<file path="config.mk">
export PLATFORM = sky130hd
export DESIGN_NAME = pixel_streamer
export DESIGN_NICKNAME = d
export VERILOG_FILES = /design/src/rtl/pixel_streamer_pkg.sv /design/src/rtl/raster_counter.sv /design/src/rtl/pixel_streamer.sv
export SDC_FILE = /design/constraint.sdc
export NUM_CORES = 1
export LEC_CHECK = 0
export CORE_ASPECT_RATIO = 1.5
export CORE_MARGIN = 2
export CORE_UTILIZATION = 51
export CTS_CLUSTER_SIZE = 40
export DETAILED_ROUTE_END_ITERATION = 10
export MAX_ROUTING_LAYER = met4
export PLACE_DENSITY = 0.87
export SYNTH_ARGS = -nofsm -noshare
export SYNTH_HDL_FRONTEND = slang
export SYNTH_SLANG_ARGS = --single-unit
</file>
<file path="constraint.sdc">
create_clock -name clk -period 3.4 [get_ports clk]
set_clock_uncertainty 0.05 [all_clocks]
set_input_delay 0.68 -clock clk [delete_from_list [all_inputs] [get_ports clk]]
set_output_delay 0.68 -clock clk [all_outputs]
set_load 0.01 [all_outputs]
</file>
<file path="src/rtl/pixel_streamer_pkg.sv">
// Shared types and widths for the pixel streamer: FSM state encoding and
// pixel/coordinate/channel widths.
package pixel_streamer_pkg;

  localparam int unsigned PIX_W = 8;
  localparam int unsigned X_W   = 11;
  localparam int unsigned Y_W   = 10;
  localparam int unsigned CH_W  = 4;

  typedef enum logic [2:0] {
    ST_IDLE   = 3'd0,
    ST_CLEAR  = 3'd1,
    ST_STREAM = 3'd2,
    ST_DRAIN  = 3'd3,
    ST_DONE   = 3'd4
  } state_e;

endpackage

</file>
<file path="src/rtl/raster_counter.sv">
// Raster-order x/y/channel counters with wrap flags; hold freezes the scan
// position while a step is requested.
module raster_counter
  import pixel_streamer_pkg::*;
(
  input  logic            clk,
  input  logic            reset,
  input  logic            init,
  input  logic            next_ch,
  input  logic            adv,
  input  logic            hold,
  input  logic [X_W-1:0]  x_max,
  input  logic [Y_W-1:0]  y_max,
  input  logic [CH_W-1:0] ch_max,
  output logic [X_W-1:0]  x,
  output logic [Y_W-1:0]  y,
  output logic            x_wrap_c,
  output logic            y_wrap_c,
  output logic            ch_wrap_c
);

  logic [X_W-1:0]  x_q, x_d;
  logic [Y_W-1:0]  y_q, y_d;
  logic [CH_W-1:0] ch_q, ch_d;

  assign x_wrap_c  = (x_q == x_max);
  assign y_wrap_c  = (y_q == y_max);
  assign ch_wrap_c = (ch_q == ch_max);
  assign x         = x_q;
  assign y         = y_q;

  always_comb begin
    x_d  = x_q;
    y_d  = y_q;
    ch_d = ch_q;
    if (init) begin
      x_d  = '0;
      y_d  = '0;
      ch_d = '0;
    end else if (next_ch) begin
      x_d  = '0;
      y_d  = '0;
      ch_d = ch_q + CH_W'(1);
    end else if (adv && !hold) begin
      if (x_wrap_c) begin
        x_d = '0;
        y_d = y_wrap_c ? '0 : y_q + Y_W'(1);
      end else begin
        x_d = x_q + X_W'(1);
      end
    end
  end

  always_ff @(posedge clk or posedge reset) begin
    if (reset) begin
      x_q  <= '0;
      y_q  <= '0;
      ch_q <= '0;
    end else begin
      x_q  <= x_d;
      y_q  <= y_d;
      ch_q <= ch_d;
    end
  end

endmodule

</file>
<file path="src/rtl/pixel_streamer.sv">
// Streams a multi-channel frame out of frame memory in raster order.
// PIXEL_STREAMER_PAD_EN adds a one-pixel zero border around every channel.
module pixel_streamer
  import pixel_streamer_pkg::*;
#(
  parameter int unsigned ADDR_W = 16,
  parameter int unsigned MAX_W  = 128
) (
  input  logic              clk,
  input  logic              reset,
  input  logic              start,
  input  logic [7:0]        img_width,
  input  logic [7:0]        img_height,
  input  logic [3:0]        num_ch,
  input  logic [ADDR_W-1:0] base_addr,
  input  logic              stall,
  output logic              mem_rd_en,
  output logic [ADDR_W-1:0] mem_addr,
  input  logic [PIX_W-1:0]  mem_rdata,
  output logic [PIX_W-1:0]  pixel_out,
  output logic              pixel_valid,
  output logic [X_W-1:0]    x,
  output logic [Y_W-1:0]    y,
  output logic              clear,
  output logic              busy,
  output logic              done
);

  state_e            state_q, state_d;
  logic [7:0]        w_q, w_d, h_q, h_d;
  logic [CH_W-1:0]   nch_q, nch_d;
  logic [ADDR_W-1:0] ptr_q, ptr_d;
  logic              pv_q, pv_d;
  logic [X_W-1:0]    px_q, px_d;
  logic [Y_W-1:0]    py_q, py_d;
  logic              clear_q, clear_d, busy_q, busy_d, done_q, done_d;

  logic [X_W-1:0]    cnt_x, x_max;
  logic [Y_W-1:0]    cnt_y, y_max;
  logic              x_wrap, y_wrap, ch_wrap;
  logic              cnt_init, cnt_next_ch, scan_en, issue;

`ifdef PIXEL_STREAMER_PAD_EN
  logic pb_q, pb_d, border;
  assign x_max     = X_W'(w_q) + X_W'(1);
  assign y_max     = Y_W'(h_q) + Y_W'(1);
  assign border    = (cnt_x == '0) || (cnt_x == x_max) || (cnt_y == '0) || (cnt_y == y_max);
  assign mem_rd_en = issue && !border;
  assign pixel_out = (pv_q && !pb_q) ? mem_rdata : '0;
`else
  assign x_max     = X_W'(w_q) - X_W'(1);
  assign y_max     = Y_W'(h_q) - Y_W'(1);
  assign mem_rd_en = issue;
  assign pixel_out = pv_q ? mem_rdata : '0;
`endif

  assign scan_en     = (state_q == ST_STREAM);
  assign issue       = scan_en && !stall;
  assign mem_addr    = ptr_q;
  assign pixel_valid = pv_q;
  assign x           = px_q;
  assign y           = py_q;
  assign clear       = clear_q;
  assign busy        = busy_q;
  assign done        = done_q;

  raster_counter u_raster (
    .clk       (clk),
    .reset     (reset),
    .init      (cnt_init),
    .next_ch   (cnt_next_ch),
    .adv       (scan_en),
    .hold      (stall),
    .x_max     (x_max),
    .y_max     (y_max),
    .ch_max    (nch_q - CH_W'(1)),
    .x         (cnt_x),
    .y         (cnt_y),
    .x_wrap_c  (x_wrap),
    .y_wrap_c  (y_wrap),
    .ch_wrap_c (ch_wrap)
  );

  always_comb begin
    state_d     = state_q;
    w_d         = w_q;
    h_d         = h_q;
    nch_d       = nch_q;
    ptr_d       = ptr_q;
    cnt_init    = 1'b0;
    cnt_next_ch = 1'b0;
    if (mem_rd_en) ptr_d = ptr_q + ADDR_W'(1);
    case (state_q)
      ST_IDLE: begin
        if (start) begin
          w_d      = (32'(img_width) > MAX_W) ? 8'(MAX_W) : img_width;
          h_d      = img_height;
          nch_d    = (num_ch == '0) ? CH_W'(1) : num_ch;
          ptr_d    = base_addr;
          cnt_init = 1'b1;
          state_d  = (img_width == '0 || img_height == '0) ? ST_DONE : ST_CLEAR;
        end
      end
      ST_CLEAR:  state_d = ST_STREAM;
      ST_STREAM: if (issue && x_wrap && y_wrap) state_d = ST_DRAIN;
      ST_DRAIN: begin
        if (ch_wrap) begin
          state_d = ST_DONE;
        end else begin
          state_d     = ST_CLEAR;
          cnt_next_ch = 1'b1;
        end
      end
      ST_DONE:   state_d = ST_IDLE;
      default:   state_d = ST_IDLE;
    endcase

    // Pixel-side pipeline: one stage behind the issued scan position.
    pv_d    = issue;
    px_d    = cnt_x;
    py_d    = cnt_y;
    clear_d = (state_d == ST_CLEAR);
    busy_d  = (state_d != ST_IDLE);
    done_d  = (state_d == ST_DONE);
`ifdef PIXEL_STREAMER_PAD_EN
    pb_d    = border;
`endif
  end

  always_ff @(posedge clk or posedge reset) begin
    if (reset) begin
      state_q <= ST_IDLE;
      w_q     <= '0;
      h_q     <= '0;
      nch_q   <= '0;
      ptr_q   <= '0;
      pv_q    <= 1'b0;
      px_q    <= '0;
      py_q    <= '0;
      clear_q <= 1'b0;
      busy_q  <= 1'b0;
      done_q  <= 1'b0;
`ifdef PIXEL_STREAMER_PAD_EN
      pb_q    <= 1'b0;
`endif
    end else begin
      state_q <= state_d;
      w_q     <= w_d;
      h_q     <= h_d;
      nch_q   <= nch_d;
      ptr_q   <= ptr_d;
      pv_q    <= pv_d;
      px_q    <= px_d;
      py_q    <= py_d;
      clear_q <= clear_d;
      busy_q  <= busy_d;
      done_q  <= done_d;
`ifdef PIXEL_STREAMER_PAD_EN
      pb_q    <= pb_d;
`endif
    end
  end

endmodule

</file>
After elaboration in Yosys (flattened, before gate mapping)
Cells that the tools add are included.
Storage, ports and cells
  bits in registers: 89
  bits of input ports: 48
  word-level logic and storage cells: 71
Operators by class
  add/sub/neg operators: 7
  order comparisons: 1
  equality and inequality tests: 8
  mux-type cells: 26
  reduce and logical (&&, ||, !) cells: 15
Operator list (count)
  2-to-1 mux 10 bit: 5
  2-to-1 mux 16 bit: 3
  2-to-1 mux 11 bit: 4
  subtractor 8 x 1 -> 9 bit (second input constant): 2
  adder 16 x 1 -> 16 bit (second input constant): 1
  logical NOT 8 bit: 2
  2-to-1 mux 8 bit: 2
  2-to-1 mux 3 bit: 4
  2-to-1 mux 4 bit: 3
  one-hot mux 3 bit (4 select lines): 1
  adder 11 x 1 -> 11 bit (second input constant): 1
  equality test 11 bit: 1
  adder 10 x 1 -> 10 bit (second input constant): 1
  equality test 10 bit: 1
  nonzero test 3 bit: 3
  > comparator 8 bit (second input constant): 1
  equality test 3 x 1 -> 1 bit (second input constant): 2
  equality test 3 x 2 -> 1 bit (second input constant): 2
  adder 4 x 1 -> 4 bit (second input constant): 1
  equality test 4 bit: 1
  logical NOT 4 bit: 1
  2-to-1 mux 1 bit: 4
  AND reduction 2 bit: 2
  subtractor 4 x 1 -> 4 bit (second input constant): 1
  6 further kinds: 8

Longest topological paths before layout
  depth in word-level cells: 7
  depth in mapped cells: 10

Cells and area by module
Synthesis repeated with hierarchy kept, for this count alone.
Second synthesis, totals
  cells, all modules: 489
  area, all modules: 4652.0 um2
By module, submodules not included
  pixel_streamer: times used 1, cells each 297, area each 2926.6 um2, sequential area each 1601.5 um2
  raster_counter: times used 1, cells each 192, area each 1725.4 um2, sequential area each 625.6 um2

Worst setup path before layout
Ideal clock, no wire load.
  kind: flip-flop to flip-flop
  start: register h_q[0]
  end: register u_raster.y_q[6], in the netlist u_raster.y[6]
  setup time: 0.126 ns
  data arrival time: 2.554 ns
  path slack: 0.670 ns
  cell stages (with the launch flop): 11
  cells stage by stage: dfrtp_1 inv_1 ha_1 buf_2 nor2b_1 or3_1 a31o_2 nor4_2 nand2_1 a21oi_1 o21ai_0
Between the ends
  word-level cells in the longest chain between the ends: 7
RTL lines
  start, declared: RTL line pixel_streamer.sv:30  | logic [7:0] w_q, w_d, h_q, h_d;
  start signal, assigned: RTL line pixel_streamer.sv:134  | h_q <= '0;
  start signal, assigned: RTL line pixel_streamer.sv:149  | h_q <= h_d;
  subtractor 8 x 1 -> 9 bit: RTL line pixel_streamer.sv:52  | assign y_max = Y_W'(h_q) - Y_W'(1);
  equality test 10 bit: RTL line raster_counter.sv:27  | assign y_wrap_c = (y_q == y_max);
  2-to-1 mux 10 bit: RTL line raster_counter.sv:47  | y_d = y_wrap_c ? '0 : y_q + Y_W'(1);
  2-to-1 mux 10 bit: RTL line raster_counter.sv:45  | if (x_wrap_c) begin
  2-to-1 mux 10 bit: RTL line raster_counter.sv:44  | end else if (adv && !hold) begin
  2-to-1 mux 10 bit: RTL line raster_counter.sv:40  | end else if (next_ch) begin
  2-to-1 mux 10 bit: RTL line raster_counter.sv:36  | if (init) begin
  end signal, assigned: RTL line raster_counter.sv:61  | y_q <= y_d;
  end, declared: RTL line raster_counter.sv:23  | logic [Y_W-1:0] y_q, y_d;
Every way passes these cells. The select of a mux whose other input is x is not followed.
A chain may end at the register's enable or synchronous reset.

Worst setup path in the final report
  start: register w_q[0]
  end: register u_raster.y_q[7], in the netlist u_raster.y[7]
Between the ends
  word-level cells in the longest chain between the ends: 4
RTL lines
  start, declared: RTL line pixel_streamer.sv:30
  start signal, assigned: RTL line pixel_streamer.sv:148  | w_q <= w_d;
  subtractor 8 x 1 -> 9 bit: RTL line pixel_streamer.sv:51  | assign x_max = X_W'(w_q) - X_W'(1);
  equality test 11 bit: RTL line raster_counter.sv:26  | assign x_wrap_c = (x_q == x_max);
  nonzero test 3 bit (no line)
  AND reduction 2 bit (no line)
Every way passes these cells.

==> impl_metrics.toml <==
[grt]
initial_antenna_violation_count = 0
first_global_vias = 3817
globalRouteTotalUtil_pct = 23.68
grt.overflow.total = 0
maximum_number_of_pins_on_one_net_before_global_route_repair = 63
grt_first_pass_wirelength_mm = 17.04

[worst_setup_path]
critPathMaxFanout = 10
worst-r2r-setup-slack_ns = 0.40
worst_setup_start_kind = "flop"
cp.required_ns = 3.60
criticalPathCategory = "flop to flop"
critical_path.max_stage_delay_ns = 0.56
cp_cell_sequence = "inv_1 -> ha_1 -> or3_1 -> a31o_1 -> or4b_4 -> a2111oi_4 -> nand3b_1 -> a21oi_1"
regToRegEndpoint = "u_raster.y[7]"
critical_path_arrival_ns = 3.20
critical-path-slowest-cell = "sky130_fd_sc_hd__or4b_4"
cp-end-kind = "flop"
reg2regPathDepth = 8
worstReg2RegStart = "w_q[0]"

[floorplan]
top_level_ports = 98
die-area_um2 = 9594
initial_utilization_pct = 51.83
placementRows = 42
fp.dieH_um = 119.0
core_area_um2 = 8671
die_width_um = 80.65

[detailed_routing]
drt_first_pass_iters = 4
antenna_left = 0
routed_wirelength_mm = 10.13
route.detailed.wl_per_inst_um = 14.86
drtIter0Drc = 306
vias_per_cell = 5.622
route.vias.total = 3834
drc = 0

[finish]
layout_common_cells = "sky130_fd_sc_hd__clkdlybuf4s50_1 (97), sky130_fd_sc_hd__dfrtp_1 (89), sky130_fd_sc_hd__nand2_1 (88)"
synthToLayoutAreaGrowth_pct = 30.62
n_fill_cell = 667
antennaDiodeCount = 0
drive_gt1_share_pct = 5.769
final_net_count = 622
mostFrequentLayoutCell = "sky130_fd_sc_hd__clkdlybuf4s50_1"

[synth]
yosysWarnings = 0
postSynthCellCount = 468
syn-cell-area_um2 = 4494
yosys_register_bits = 89
synth_enable_flop_cells = 0
synth.avg_cell_area_um2 = 9.603
synthesis.nets = 523
synth_async_sr_flop_share_pct = 100.0
synth_cell_types = 47
ys.flop_type = "sky130_fd_sc_hd__dfrtp_1"
synth.yosys.seq_area_share_pct = 49.55

[placed_design]
buffer_ports.inserted = 97
gp_routability_congestion = 0.8991
post-dp-hpwl_mm = 7.721

[run_status]
outcome = "completed"

[sta]
fmax_mhz = 333.5
final.min_clock_period_ns = 2.998
timing_max_transition_violations_final = 0
unrepaired_setup_endpoints_after_global_routing = "no"
number_of_hold_violations_in_the_final_report = 0
worst_slew_margin_relative_to_its_limit_pct = 55.33
finalSetupViolations = 0
worst-slew-pin-transition_ns = 0.6700
portion_of_the_clock_cycle_consumed_by_the_worst_path_in_the_final_layout_pct = 88.18
finalHoldWorstSlack_ns = 0.3990
setup_total_negative_slack_ns = 0

[clock_tree]
post_cts_buffers = 0
ctsLongestPathBuffers = 2
clock_latency_on_the_worst_skew_pair_ns = 0.34
root_buffer = "sky130_fd_sc_hd__clkbuf_16"
clkTransAtPathRegs_ns = 0.06
tritoncts = "built"
post_cts.resized_instances = 0
h-tree-depth = 3
postCtsHoldBufs = 0
clock_sink_count = 89
cts_buf_count = 9

[power]
powerDensity_nw_per_um2 = 727.6
irDropWorstVdd_v = 0.0005369
share_comb_of_total_power_pct = 40.3
p_int_uw = 2696
leakage_uw = 0.002547
sequentialPowerShare_pct = 38.6
netSwitchingPower_uw = 1576
swShare_pct = 36.89
clkPwrFrac_pct = 21.1

[min_path]
timing.hold.worst.class = "flop to flop"
holdCritStartpoint = "u_raster.y[9]"
min_to = "y[9]"
whs_path_depth = 0

[job]
max-cap-violations = 0
stage by stage:
step                      total power, µW  instance area (µm²)  worst slack [ns]  cells  util, %
after CTS                            4291                 5871            0.4104    682    67.71
after floorplan                      2718                 4494            0.3631    468        -
after detailed placement             3369                 5595            0.3655    666    64.53
final                                4272                 5871            0.4019    682    67.71
after global placement               3287                 5595            0.4584    666    64.53
after global routing                 4558                 5871            0.2137    682    67.71
state kept, by name, summed over array words and instances, names as in the netlist, 4 cells and up:
signal         count
mem_addr          16
u_raster.x        11
x                 11
u_raster.y        10
y                 10
h_q                8
w_q                8
nch_q              4
u_raster.ch_q      4
power groups by stage:
stage / combinational, µW / sequential, µW / clock, µW
after floorplan: 1080 / 1640 / 0
after global placement: 1640 / 1640 / 0
after detailed placement: 1710 / 1650 / 0
after CTS: 1730 / 1650 / 919
after global routing: 1910 / 1690 / 961
final: 1720 / 1650 / 900
how the worst max path moves through the flow:
stage | cells after the start | end | start
5_1_grt | 8 | u_raster.y[5] | w_q[0]
4_1_cts | 8 | u_raster.y[4] | w_q[0]
6_report | 8 | u_raster.y[7] | w_q[0]
3_5_place_dp | 9 | mem_addr[15] | stall
2_1_floorplan | 1 | busy | reset
3_3_place_gp | 9 | mem_addr[13] | stall
metal layers:
metal,global-route usage (%),wire length [µm],vias up
met5,-,0,-
met4,11.44,292,0
met3,5.530,598,23
met2,40.05,5449,127
met1,25.77,3793,1871
li1,-,-,1813
logic make-up after synthesis:
group,Yosys count,synth area share [%]
fa+ha+maj,7,1.949
compound gates,77,10.38
xor+xnor,47,9.493
flops,89,49.55
mux,5,1.114
buf+inv,24,2.366
simple gates,219,25.14
layout make-up:
| class | count | area (µm²) | area share [%] |
|---|---|---|---|
| clock buffers | 13 | 260.3 | 4.433 |
| well taps | 110 | 137.6 | 2.344 |
| clock inverters | 3 | 15.01 | 0.2558 |
| repair buffers | 103 | 1028 | 17.52 |
| inverters | 9 | 35.03 | 0.5968 |
| multi-input cells | 355 | 2167 | 36.91 |
| flip-flops and latches | 89 | 2227 | 37.94 |
critical path, delay by kind of cell, from the launching register on:
family                     cells  cell delay (ns)
and+or+nand+nor                3             1.10
AOI/OAI and AO/OA              3             0.94
DFF                            1             0.44
adders and majority gates      1             0.30
buffers and inverters          1             0.09
cells in the mapped netlist (3+ instances only):
| master | count | area (µm²) |
|---|---|---|
| sky130_fd_sc_hd__a21oi_1 | 20 | 100.1 |
| sky130_fd_sc_hd__a31oi_1 | 3 | 18.77 |
| sky130_fd_sc_hd__and2_1 | 9 | 56.30 |
| sky130_fd_sc_hd__and3_1 | 12 | 75.07 |
| sky130_fd_sc_hd__clkbuf_1 | 12 | 45.04 |
| sky130_fd_sc_hd__dfrtp_1 | 89 | 2227 |
| sky130_fd_sc_hd__ha_1 | 7 | 87.58 |
| sky130_fd_sc_hd__inv_1 | 8 | 30.03 |
| sky130_fd_sc_hd__mux2i_1 | 5 | 50.05 |
| sky130_fd_sc_hd__nand2_1 | 88 | 330.3 |
| sky130_fd_sc_hd__nand2b_1 | 6 | 37.54 |
| sky130_fd_sc_hd__nand3_1 | 18 | 90.09 |
| sky130_fd_sc_hd__nand3b_1 | 16 | 120.1 |
| sky130_fd_sc_hd__nand4_1 | 6 | 37.54 |
| sky130_fd_sc_hd__nor2_1 | 24 | 90.09 |
| sky130_fd_sc_hd__nor2b_1 | 3 | 18.77 |
| sky130_fd_sc_hd__nor3_1 | 12 | 60.06 |
| sky130_fd_sc_hd__nor4_1 | 5 | 31.28 |
| sky130_fd_sc_hd__o21ai_0 | 37 | 185.2 |
| sky130_fd_sc_hd__or3_1 | 4 | 25.02 |
| sky130_fd_sc_hd__xnor2_1 | 26 | 227.7 |
| sky130_fd_sc_hd__xor2_1 | 20 | 175.2 |
No activity file was read; power rests on OpenSTA's default activity.
